<file path="config.mk">
export PLATFORM = sky130hd
export DESIGN_NAME = fetch_queue
export DESIGN_NICKNAME = d
export VERILOG_FILES = /design/src/rtl/fetch_queue.sv
export SDC_FILE = /design/constraint.sdc
export NUM_CORES = 1
export LEC_CHECK = 0
export CAP_MARGIN = 20
export CORE_ASPECT_RATIO = 0.8
export CORE_UTILIZATION = 44
export CTS_CLUSTER_DIAMETER = 200
export DETAILED_ROUTE_END_ITERATION = 8
export PLACE_DENSITY = 0.77
export SLEW_MARGIN = 20
export SYNTH_ARGS = -nofsm -noshare
export SYNTH_HDL_FRONTEND = slang
export SYNTH_SLANG_ARGS = --single-unit
</file>
<file path="constraint.sdc">
create_clock -name clk -period 5.2 [get_ports clk]
set_input_delay 1.04 -clock clk [delete_from_list [all_inputs] [get_ports clk]]
set_output_delay 1.04 -clock clk [all_outputs]
set_load 0.005 [all_outputs]
</file>
<file path="src/rtl/fetch_queue.sv">
// Instruction fetch queue: pairs each issued PC with next-cycle imem data and
// buffers {pc, inst} in a circular FIFO presenting the two oldest entries.
module fetch_queue #(
  parameter int ADDR_WIDTH = 16,
  parameter int INST_WIDTH = 32,
  parameter int DEPTH      = 4
) (
  input  logic                      clk,
  input  logic                      reset,
  input  logic [ADDR_WIDTH-1:0]     pc,
  input  logic [INST_WIDTH-1:0]     imem_data,
  input  logic                      flush,
  input  logic [1:0]                pop,
  output logic                      pc_stall,
  output logic                      out0_valid,
  output logic [ADDR_WIDTH-1:0]     out0_pc,
  output logic [INST_WIDTH-1:0]     out0_inst,
  output logic                      out1_valid,
  output logic [ADDR_WIDTH-1:0]     out1_pc,
  output logic [INST_WIDTH-1:0]     out1_inst,
  output logic [$clog2(DEPTH):0]    count
);
  localparam int PW = $clog2(DEPTH);
  localparam int CW = PW + 1;

  typedef struct packed {
    logic [ADDR_WIDTH-1:0] pc;
    logic [INST_WIDTH-1:0] inst;
  } entry_t;

  entry_t                mem [DEPTH];
  logic [PW-1:0]         head, tail, head1;
  logic [CW-1:0]         cnt;
  logic                  req_valid;
  logic [ADDR_WIDTH-1:0] req_pc;

  logic                  push;
  logic [1:0]            pop_c;
  logic [CW-1:0]         pop_eff;
  logic [CW:0]           occ;

  assign push    = req_valid && !flush;
  assign pop_c   = (pop == 2'd3) ? 2'd2 : pop;
  assign pop_eff = (CW'(pop_c) > cnt) ? cnt : CW'(pop_c);

  // Stall looks only at registers so decode's pop never reaches the PC combinationally.
  assign occ      = {1'b0, cnt} + (CW+1)'(req_valid);
  assign pc_stall = occ >= (CW+1)'(DEPTH);

  always_ff @(posedge clk or negedge reset) begin
    if (!reset) begin
      head      <= '0;
      tail      <= '0;
      cnt       <= '0;
      req_valid <= 1'b0;
      req_pc    <= '0;
    end else if (flush) begin
      head      <= '0;
      tail      <= '0;
      cnt       <= '0;
      req_valid <= 1'b0;
    end else begin
      req_valid <= !pc_stall;
      if (!pc_stall) req_pc <= pc;
      if (push) tail <= tail + PW'(1);
      head <= head + pop_eff[PW-1:0];
      cnt  <= cnt + CW'(push) - pop_eff;
    end
  end

  // Storage is intentionally left uncleared by reset.
  always_ff @(posedge clk) begin
    if (push) mem[tail] <= '{pc: req_pc, inst: imem_data};
  end

  assign head1      = head + PW'(1);
  assign out0_valid = cnt >= CW'(1);
  assign out1_valid = cnt >= CW'(2);

  // Invalid slots read as zero so never-written storage cannot leak to decode.
  always_comb begin
    out0_pc   = '0;
    out0_inst = '0;
    out1_pc   = '0;
    out1_inst = '0;
    if (out0_valid) begin
      out0_pc   = mem[head].pc;
      out0_inst = mem[head].inst;
    end
    if (out1_valid) begin
      out1_pc   = mem[head1].pc;
      out1_inst = mem[head1].inst;
    end
  end

  assign count = cnt;
endmodule

</file>
==> flow_results.xml, run 1 <==
<?xml version="1.0" encoding="UTF-8"?>
<metrics>
  <group name="synthesis">
    <metric name="post_synth_inst_count" unit="">511</metric>
    <metric name="synth_fp_nets" unit="">575</metric>
    <metric name="post_synth_num_cell_types" unit="">28</metric>
    <metric name="synth-warning-count" unit="">0</metric>
    <metric name="yosys.area.top_type" unit="">sky130_fd_sc_hd__edfxtp_1</metric>
    <metric name="synth_sequential_area_ratio" unit="">0.620</metric>
    <metric name="synth_ff_type" unit="">sky130_fd_sc_hd__edfxtp_1</metric>
    <metric name="post-synth-top-area-fraction" unit="">0.562</metric>
    <metric name="top_area_cells_in_the_synthesized_netlist" unit="">sky130_fd_sc_hd__edfxtp_1 (56%), sky130_fd_sc_hd__mux4_1 (18%), sky130_fd_sc_hd__dfrtp_1 (5.9%)</metric>
    <metric name="count_of_flip_flops_with_a_built_in_enable_after_synthesis" unit="">192</metric>
    <metric name="synth.avg_cell_area" unit="um^2">20.1</metric>
    <metric name="async_reset_ff_frac" unit="">0.111</metric>
    <metric name="postSynthRegisterBits" unit="">216</metric>
    <metric name="netlist_area" unit="um^2">10300</metric>
  </group>
  <group name="cts">
    <metric name="total_of_hold_buffers_inserted_after_clock_tree_synthesis" unit="">0</metric>
    <metric name="cts_resized" unit="">0</metric>
    <metric name="insertion_delay" unit="ns">0.50</metric>
    <metric name="clkSinkCount" unit="">216</metric>
    <metric name="worst_setup_hold_path_clk_slew" unit="ns">0.06</metric>
    <metric name="clockRootBuffer" unit="">sky130_fd_sc_hd__clkbuf_16</metric>
    <metric name="htree_levels" unit="">1</metric>
    <metric name="tritoncts.num_buffers" unit="">23</metric>
    <metric name="cts_tree" unit="">yes</metric>
    <metric name="post_cts_buffers" unit="">0</metric>
    <metric name="max-clock-path-buffers" unit="">3</metric>
  </group>
  <group name="layout">
    <metric name="final_core_area_utilization" unit="">0.569</metric>
    <metric name="design_area" unit="um^2">12900</metric>
    <metric name="flow.area_growth_from_synthesis" unit="%">25.8</metric>
    <metric name="layout_common_cells" unit="">sky130_fd_sc_hd__edfxtp_1 (192), sky130_fd_sc_hd__clkdlybuf4s50_1 (154), sky130_fd_sc_hd__mux4_1 (72)</metric>
    <metric name="layout.nets" unit="">730</metric>
    <metric name="most_common_cell_after_layout_fill_and_taps_aside" unit="">sky130_fd_sc_hd__edfxtp_1</metric>
    <metric name="num_antenna_cells" unit="">0</metric>
    <metric name="layout.filler_cells" unit="">1684</metric>
    <metric name="post_route_cells_drive_above_1_share" unit="">0.148</metric>
  </group>
  <group name="floorplanning">
    <metric name="die_area" unit="um^2">23900</metric>
    <metric name="initial_utilization" unit="">0.452</metric>
    <metric name="coreArea" unit="um^2">22700</metric>
    <metric name="io_pins" unit="">155</metric>
    <metric name="number_of_standard_cell_rows_in_the_floorplan" unit="">49</metric>
    <metric name="die_y" unit="um">139</metric>
    <metric name="fp.dieW" unit="um">173</metric>
  </group>
  <group name="worst_setup_path">
    <metric name="cp_data_arrival_time" unit="ns">3.15</metric>
    <metric name="category_of_the_worst_setup_path_capture_point" unit="">primary output</metric>
    <metric name="crit_path_max_fanout" unit="">50</metric>
    <metric name="r2r-end" unit="">count[2]$_DFF_PN0_</metric>
    <metric name="beginning_of_the_critical_path" unit="">count[1]$_DFF_PN0_</metric>
    <metric name="crit_type" unit="">reg -&gt; out</metric>
    <metric name="timing.critical_path.from_type" unit="">flop</metric>
    <metric name="r2r_setup_slk" unit="ns">2.05</metric>
    <metric name="rr_startpoint" unit="">count[1]$_DFF_PN0_</metric>
    <metric name="timing.critical_path.required" unit="ns">4.16</metric>
    <metric name="r2r_cells" unit="">13</metric>
  </group>
  <group name="min_path">
    <metric name="hold_path_class" unit="">reg -&gt; reg</metric>
    <metric name="min_delay_path_depth" unit="">0</metric>
    <metric name="hold-path-endpoint" unit="">mem[1][34]$_DFFE_PP_</metric>
    <metric name="timing.hold.worst.start" unit="">req_pc[2]$_DFFE_PN0P_</metric>
  </group>
  <group name="power">
    <metric name="power-per-cell-area" unit="nW/um^2">541</metric>
    <metric name="p_leak" unit="nW">4.40</metric>
    <metric name="peak_supply_drop" unit="uV">550</metric>
  </group>
  <group name="route">
    <metric name="routed_wl" unit="mm">21.1</metric>
    <metric name="remaining_drcs" unit="">0</metric>
    <metric name="ant_nets" unit="">0</metric>
    <metric name="post_drt_via_cell_ratio" unit="">5.56</metric>
    <metric name="detailedRoute.firstIterationViolations" unit="">402</metric>
    <metric name="drtPass1Iterations" unit="">4</metric>
    <metric name="routedWlPerCell" unit="um">21.3</metric>
    <metric name="vias" unit="">5494</metric>
  </group>
  <group name="place">
    <metric name="dp_hpwl" unit="mm">13.4</metric>
    <metric name="io_buffers" unit="">154</metric>
    <metric name="placement.cell_area" unit="um^2">12000</metric>
    <metric name="routabilityCongestion" unit="">0.788</metric>
  </group>
  <group name="sta">
    <metric name="clock.fmax" unit="MHz">238</metric>
    <metric name="fin_tns_setup" unit="ns">0</metric>
    <metric name="worstMarginPinSlew" unit="ns">1.04</metric>
    <metric name="final_min_period_over_clock_period" unit="">0.806</metric>
    <metric name="final_hold_viol_count" unit="">0</metric>
    <metric name="hold_ws" unit="ns">0.515</metric>
    <metric name="period_needed" unit="ns">4.19</metric>
    <metric name="grt_setup_unrepaired" unit="">no</metric>
    <metric name="finalMaxSlewViolations" unit="">0</metric>
    <metric name="max_slew_margin" unit="">0.308</metric>
    <metric name="clock_skew" unit="ns">0.00876</metric>
    <metric name="final-setup-viol-count" unit="">0</metric>
  </group>
  <group name="job">
    <metric name="timing.max_cap.violations" unit="">0</metric>
  </group>
  <group name="status">
    <metric name="status" unit="">complete, no violations</metric>
  </group>
  <group name="global_routing">
    <metric name="grt_util_all_layers" unit="">0.181</metric>
    <metric name="global_route_wire_length_before_repair" unit="mm">33.7</metric>
    <metric name="grt_pass1_vias" unit="">5991</metric>
    <metric name="grt_start_max_net_pins" unit="">79</metric>
    <metric name="overflow" unit="">0</metric>
    <metric name="initial_antenna_violation_count" unit="">1</metric>
  </group>
</metrics>
## layout make-up
cell class                 instances  area (um^2)  area share
sequential                       216         6370       0.494
multi-input combinational        251         3600       0.279
timing repair buffer             165         1650       0.128
clock buffer                      26          607      0.0470
tap                              306          383      0.0297
clock inverter                    16          268      0.0207
inverter                           9         33.8     0.00262
## power by group
group,internal (mW),total (mW),switching [mW]
Combinational,1.71,2.75,1.03
Sequential,2.13,2.40,0.262
Clock,1.19,1.84,0.653
## state kept, by name, summed over array words and instances, names as in the netlist
register and count:
count 3, req_pc 16, head 2, mem 192, tail 2, req_valid 1
## Yosys cell counts, drive strengths merged (2+ instances only)
master and instances:
nor2 9, edfxtp 192, nor2b 47, xnor2 2, buf 26, and2b 6
clkbuf 9, inv 9, mux2i 3, mux4 97, mux2 16, dfrtp 24
and2 53, ha 10
## metal layers
| metal | vias up | part of all wire | track usage |
|---|---|---|---|
| li1 | 2423 | - | - |
| met1 | 2852 | 0.43 | 0.247 |
| met2 | 194 | 0.49 | 0.306 |
| met3 | 23 | 0.067 | 0.0373 |
| met4 | 2 | 0.012 | 0.0340 |
| met5 | - | 0.00062 | 0 |
## critical path, cell delays in order (launching register included)
cell and delay, ns:
sky130_fd_sc_hd__dfrtp_1 0.46, sky130_fd_sc_hd__or2_2 0.70, sky130_fd_sc_hd__nor2_4 0.20, sky130_fd_sc_hd__buf_4 0.56, sky130_fd_sc_hd__and2b_1 0.27, sky130_fd_sc_hd__clkdlybuf4s50_1 0.44
## worst max-delay path by stage
stage	end	slack, ns	depth (start not counted)
detailed placement	count[2]$_DFF_PN0_	1.08	13
global route	out0_pc[13]	0.81	5
finish	out0_inst[26]	1.01	5
floorplan	count[2]$_DFF_PN0_	1.76	13
global placement	count[2]$_DFF_PN0_	1.22	13
CTS	out0_inst[26]	0.93	5
## cells by family (layout without fill, tap and decap cells)
family,count (synthesis),in the layout,synth area share
flops,216,216,0.620
simple gates,118,118,0.0713
mux,116,116,0.260
buf+inv,44,216,0.0299
fa+ha+maj,11,11,0.0141
compound gates,3,3,0.00183
xor+xnor,3,3,0.00256
## per-stage QoR
step	cells	setup WS, ns	total power [mW]
6_report	989	1.01	6.98
3_5_place_dp	947	1.08	5.20
3_3_place_gp	947	1.22	5.12
2_1_floorplan	511	1.76	3.90
5_1_grt	989	0.811	7.33
4_1_cts	989	0.933	7.06
Note: power is estimated with default switching activity, not from simulation.
==> inputs of run 2 (changes only) <==
Settings changed: PLACE_DENSITY 0.77 to 0.8.
Clock period 5.2 ns to 3.7 ns, I/O delays scaled along.
==> flow_results.xml, run 2 (synthesis results as in run 1) <==
<?xml version="1.0" encoding="UTF-8"?>
<metrics>
  <group name="status">
    <metric name="status" unit="">complete, no violations</metric>
  </group>
  <group name="power">
    <metric name="peak_supply_drop" unit="uV">430</metric>
    <metric name="register_share_of_total_power" unit="">0.344</metric>
    <metric name="switching_power" unit="mW">2.79</metric>
    <metric name="total_power" unit="mW">9.69</metric>
    <metric name="power-per-cell-area" unit="nW/um^2">750</metric>
    <metric name="p_leak" unit="nW">4.43</metric>
    <metric name="power.share.combinational" unit="">0.415</metric>
    <metric name="cellInternalPower" unit="mW">6.90</metric>
    <metric name="power.switching_fraction" unit="">0.288</metric>
    <metric name="pwr-share-clk" unit="">0.242</metric>
  </group>
  <group name="worst_setup_path">
    <metric name="critical-path-slowest-cell" unit="">sky130_fd_sc_hd__dfrtp_4</metric>
    <metric name="category_of_the_worst_setup_path_capture_point" unit="">primary output</metric>
    <metric name="crit_type" unit="">reg -&gt; out</metric>
    <metric name="crit_chain" unit="">buf_12 &gt; mux4_1 &gt; and2_1 &gt; clkdlybuf4s50_1</metric>
    <metric name="timing.critical_path.from_type" unit="">flop</metric>
    <metric name="timing.critical_path.required" unit="ns">2.96</metric>
    <metric name="r2r_cells" unit="">13</metric>
    <metric name="r2r-end" unit="">count[2]$_DFF_PN0_</metric>
    <metric name="endpoint" unit="">out1_pc[10]</metric>
    <metric name="critical_path.n_buffers_inverters" unit="">2</metric>
    <metric name="cp_slowest_stage_delay" unit="ns">0.73</metric>
    <metric name="cp_data_arrival_time" unit="ns">2.83</metric>
    <metric name="cpLargestDelayFamily" unit="">buffers and inverters</metric>
    <metric name="crit_path_max_fanout" unit="">35</metric>
    <metric name="beginning_of_the_critical_path" unit="">head[0]$_DFF_PN0_</metric>
    <metric name="worst-path-stages" unit="">4</metric>
    <metric name="r2r_setup_slk" unit="ns">0.54</metric>
    <metric name="rr_startpoint" unit="">count[1]$_DFF_PN0_</metric>
  </group>
  <group name="layout">
    <metric name="seq_area" unit="um^2">6370</metric>
    <metric name="design_area" unit="um^2">12900</metric>
    <metric name="largest_register_ffs" unit="">192</metric>
    <metric name="most_common_cell_after_layout_fill_and_taps_aside" unit="">sky130_fd_sc_hd__edfxtp_1</metric>
    <metric name="layout_common_cells" unit="">sky130_fd_sc_hd__edfxtp_1 (192), sky130_fd_sc_hd__clkdlybuf4s50_1 (154), sky130_fd_sc_hd__mux4_1 (72)</metric>
    <metric name="post_route_cells_drive_above_1_share" unit="">0.161</metric>
    <metric name="flow.area_growth_from_synthesis" unit="%">25.9</metric>
    <metric name="largest_register" unit="">mem</metric>
    <metric name="layout.nets" unit="">742</metric>
    <metric name="multi_input_area" unit="um^2">3600</metric>
    <metric name="layout.filler_cells" unit="">1690</metric>
  </group>
  <group name="sta">
    <metric name="period_needed" unit="ns">3.57</metric>
    <metric name="clock_skew" unit="ns">0.00594</metric>
    <metric name="final_min_period_over_clock_period" unit="">0.965</metric>
    <metric name="final_hold_viol_count" unit="">0</metric>
    <metric name="max_slew_margin" unit="">0.608</metric>
    <metric name="final-setup-viol-count" unit="">0</metric>
    <metric name="worstMarginPinSlew" unit="ns">0.588</metric>
    <metric name="grt_setup_unrepaired" unit="">no</metric>
    <metric name="finalMaxSlewViolations" unit="">0</metric>
    <metric name="fin_tns_setup" unit="ns">0</metric>
    <metric name="clock.fmax" unit="MHz">280</metric>
  </group>
  <group name="global_routing">
    <metric name="grt_start_max_net_pins" unit="">50</metric>
    <metric name="overflow" unit="">0</metric>
    <metric name="global_route_wire_length_before_repair" unit="mm">34.3</metric>
    <metric name="initial_antenna_violation_count" unit="">1</metric>
    <metric name="grt_util_all_layers" unit="">0.185</metric>
    <metric name="grt_pass1_vias" unit="">6079</metric>
  </group>
  <group name="cts">
    <metric name="clkSinkCount" unit="">216</metric>
    <metric name="cts_tree" unit="">yes</metric>
    <metric name="worst_setup_hold_path_clk_slew" unit="ns">0.06</metric>
    <metric name="tritoncts.num_buffers" unit="">23</metric>
    <metric name="max-clock-path-buffers" unit="">3</metric>
    <metric name="clockRootBuffer" unit="">sky130_fd_sc_hd__clkbuf_16</metric>
    <metric name="total_of_hold_buffers_inserted_after_clock_tree_synthesis" unit="">0</metric>
    <metric name="post_cts_buffers" unit="">0</metric>
    <metric name="htree_levels" unit="">1</metric>
    <metric name="cts_resized" unit="">0</metric>
    <metric name="insertion_delay" unit="ns">0.50</metric>
  </group>
  <group name="route">
    <metric name="remaining_drcs" unit="">0</metric>
    <metric name="vias" unit="">5672</metric>
    <metric name="routedWlPerCell" unit="um">22.0</metric>
    <metric name="ant_nets" unit="">0</metric>
    <metric name="drtPass1Iterations" unit="">4</metric>
    <metric name="post_drt_via_cell_ratio" unit="">5.66</metric>
    <metric name="routed_wl" unit="mm">22.1</metric>
    <metric name="detailedRoute.firstIterationViolations" unit="">364</metric>
  </group>
  <group name="floorplanning">
    <metric name="io_pins" unit="">155</metric>
    <metric name="die_area" unit="um^2">23900</metric>
    <metric name="initial_utilization" unit="">0.452</metric>
    <metric name="number_of_standard_cell_rows_in_the_floorplan" unit="">49</metric>
    <metric name="die_y" unit="um">139</metric>
    <metric name="fp.dieW" unit="um">173</metric>
    <metric name="coreArea" unit="um^2">22700</metric>
  </group>
  <group name="place">
    <metric name="placement.cell_area" unit="um^2">12100</metric>
    <metric name="io_buffers" unit="">154</metric>
    <metric name="dp_hpwl" unit="mm">14.0</metric>
    <metric name="routabilityCongestion" unit="">0.769</metric>
  </group>
  <group name="min_path">
    <metric name="hold_path_class" unit="">reg -&gt; reg</metric>
  </group>
  <group name="job">
    <metric name="timing.max_cap.violations" unit="">0</metric>
  </group>
</metrics>
[run 2: changes by cell type in the layout (fill, tap and decap cells not counted), moves of 2 or more]
cell,before,now
sky130_fd_sc_hd__clkinvlp_4,3,1
sky130_fd_sc_hd__bufinv_16,7,3
sky130_fd_sc_hd__buf_4,9,20
sky130_fd_sc_hd__clkinv_2,2,6
[run 2: how the worst min path moves through the flow]
stage	from	to	cells after the start
finish	req_pc[2]$_DFFE_PN0P_	mem[1][34]$_DFFE_PP_	0
global route	req_pc[8]$_DFFE_PN0P_	mem[1][40]$_DFFE_PP_	0
CTS	req_pc[0]$_DFFE_PN0P_	mem[1][32]$_DFFE_PP_	0
detailed placement	req_pc[0]$_DFFE_PN0P_	mem[3][32]$_DFFE_PP_	0
global placement	req_pc[10]$_DFFE_PN0P_	mem[0][42]$_DFFE_PP_	0
floorplan	reset	count[0]$_DFF_PN0_	0
[run 2: area by class of cell]
| type | count | share of cell area |
|---|---|---|
| antenna | 1 | 0.000194 |
| clock buffer | 27 | 0.0480 |
| multi-input combinational | 251 | 0.278 |
| timing repair buffer | 177 | 0.136 |
| inverter | 9 | 0.00262 |
| clock inverter | 15 | 0.0121 |
| tap | 306 | 0.0296 |
| sequential | 216 | 0.493 |
[run 2: through the flow]
stage          hold WS [ns]  cells   util  worst slack (ns)
6_report              0.515   1002  0.569             0.131
5_1_grt               0.530   1001  0.569            0.0137
4_1_cts               0.517   1001  0.569            0.0694
3_5_place_dp          0.505    959  0.535            -0.102
3_3_place_gp          0.482    959  0.535             0.169
2_1_floorplan         0.444    511      -             0.561
[run 2: power by group through the flow]
stage	clock network (mW)	logic [mW]	registers [mW]
6_report	2.34	4.02	3.33
5_1_grt	2.47	4.30	3.37
4_1_cts	2.38	4.07	3.33
3_5_place_dp	0	4.03	3.38
3_3_place_gp	0	3.96	3.34
2_1_floorplan	0	2.32	3.16
[run 2: worst register-to-register path, cell delays in order (launching register included)]
cell	delay [ns]
sky130_fd_sc_hd__dfrtp_1	0.49
sky130_fd_sc_hd__inv_1	0.11
sky130_fd_sc_hd__ha_1	0.32
sky130_fd_sc_hd__nor2b_1	0.13
sky130_fd_sc_hd__o21ai_0	0.30
sky130_fd_sc_hd__mux2i_1	0.34
sky130_fd_sc_hd__ha_1	0.29
sky130_fd_sc_hd__inv_1	0.07
sky130_fd_sc_hd__ha_1	0.13
sky130_fd_sc_hd__inv_1	0.05
sky130_fd_sc_hd__fa_1	0.37
sky130_fd_sc_hd__xor2_1	0.16
sky130_fd_sc_hd__and2_1	0.16
sky130_fd_sc_hd__nor3_1	0.16
[run 2: per-layer routing]
metal | vias up | GRT usage | wire, um
met2 | 246 | 0.297 | 10500
met1 | 2946 | 0.254 | 9450
met5 | - | 0 | 0
met4 | 0 | 0.0410 | 344
met3 | 38 | 0.0491 | 1820
li1 | 2442 | - | -
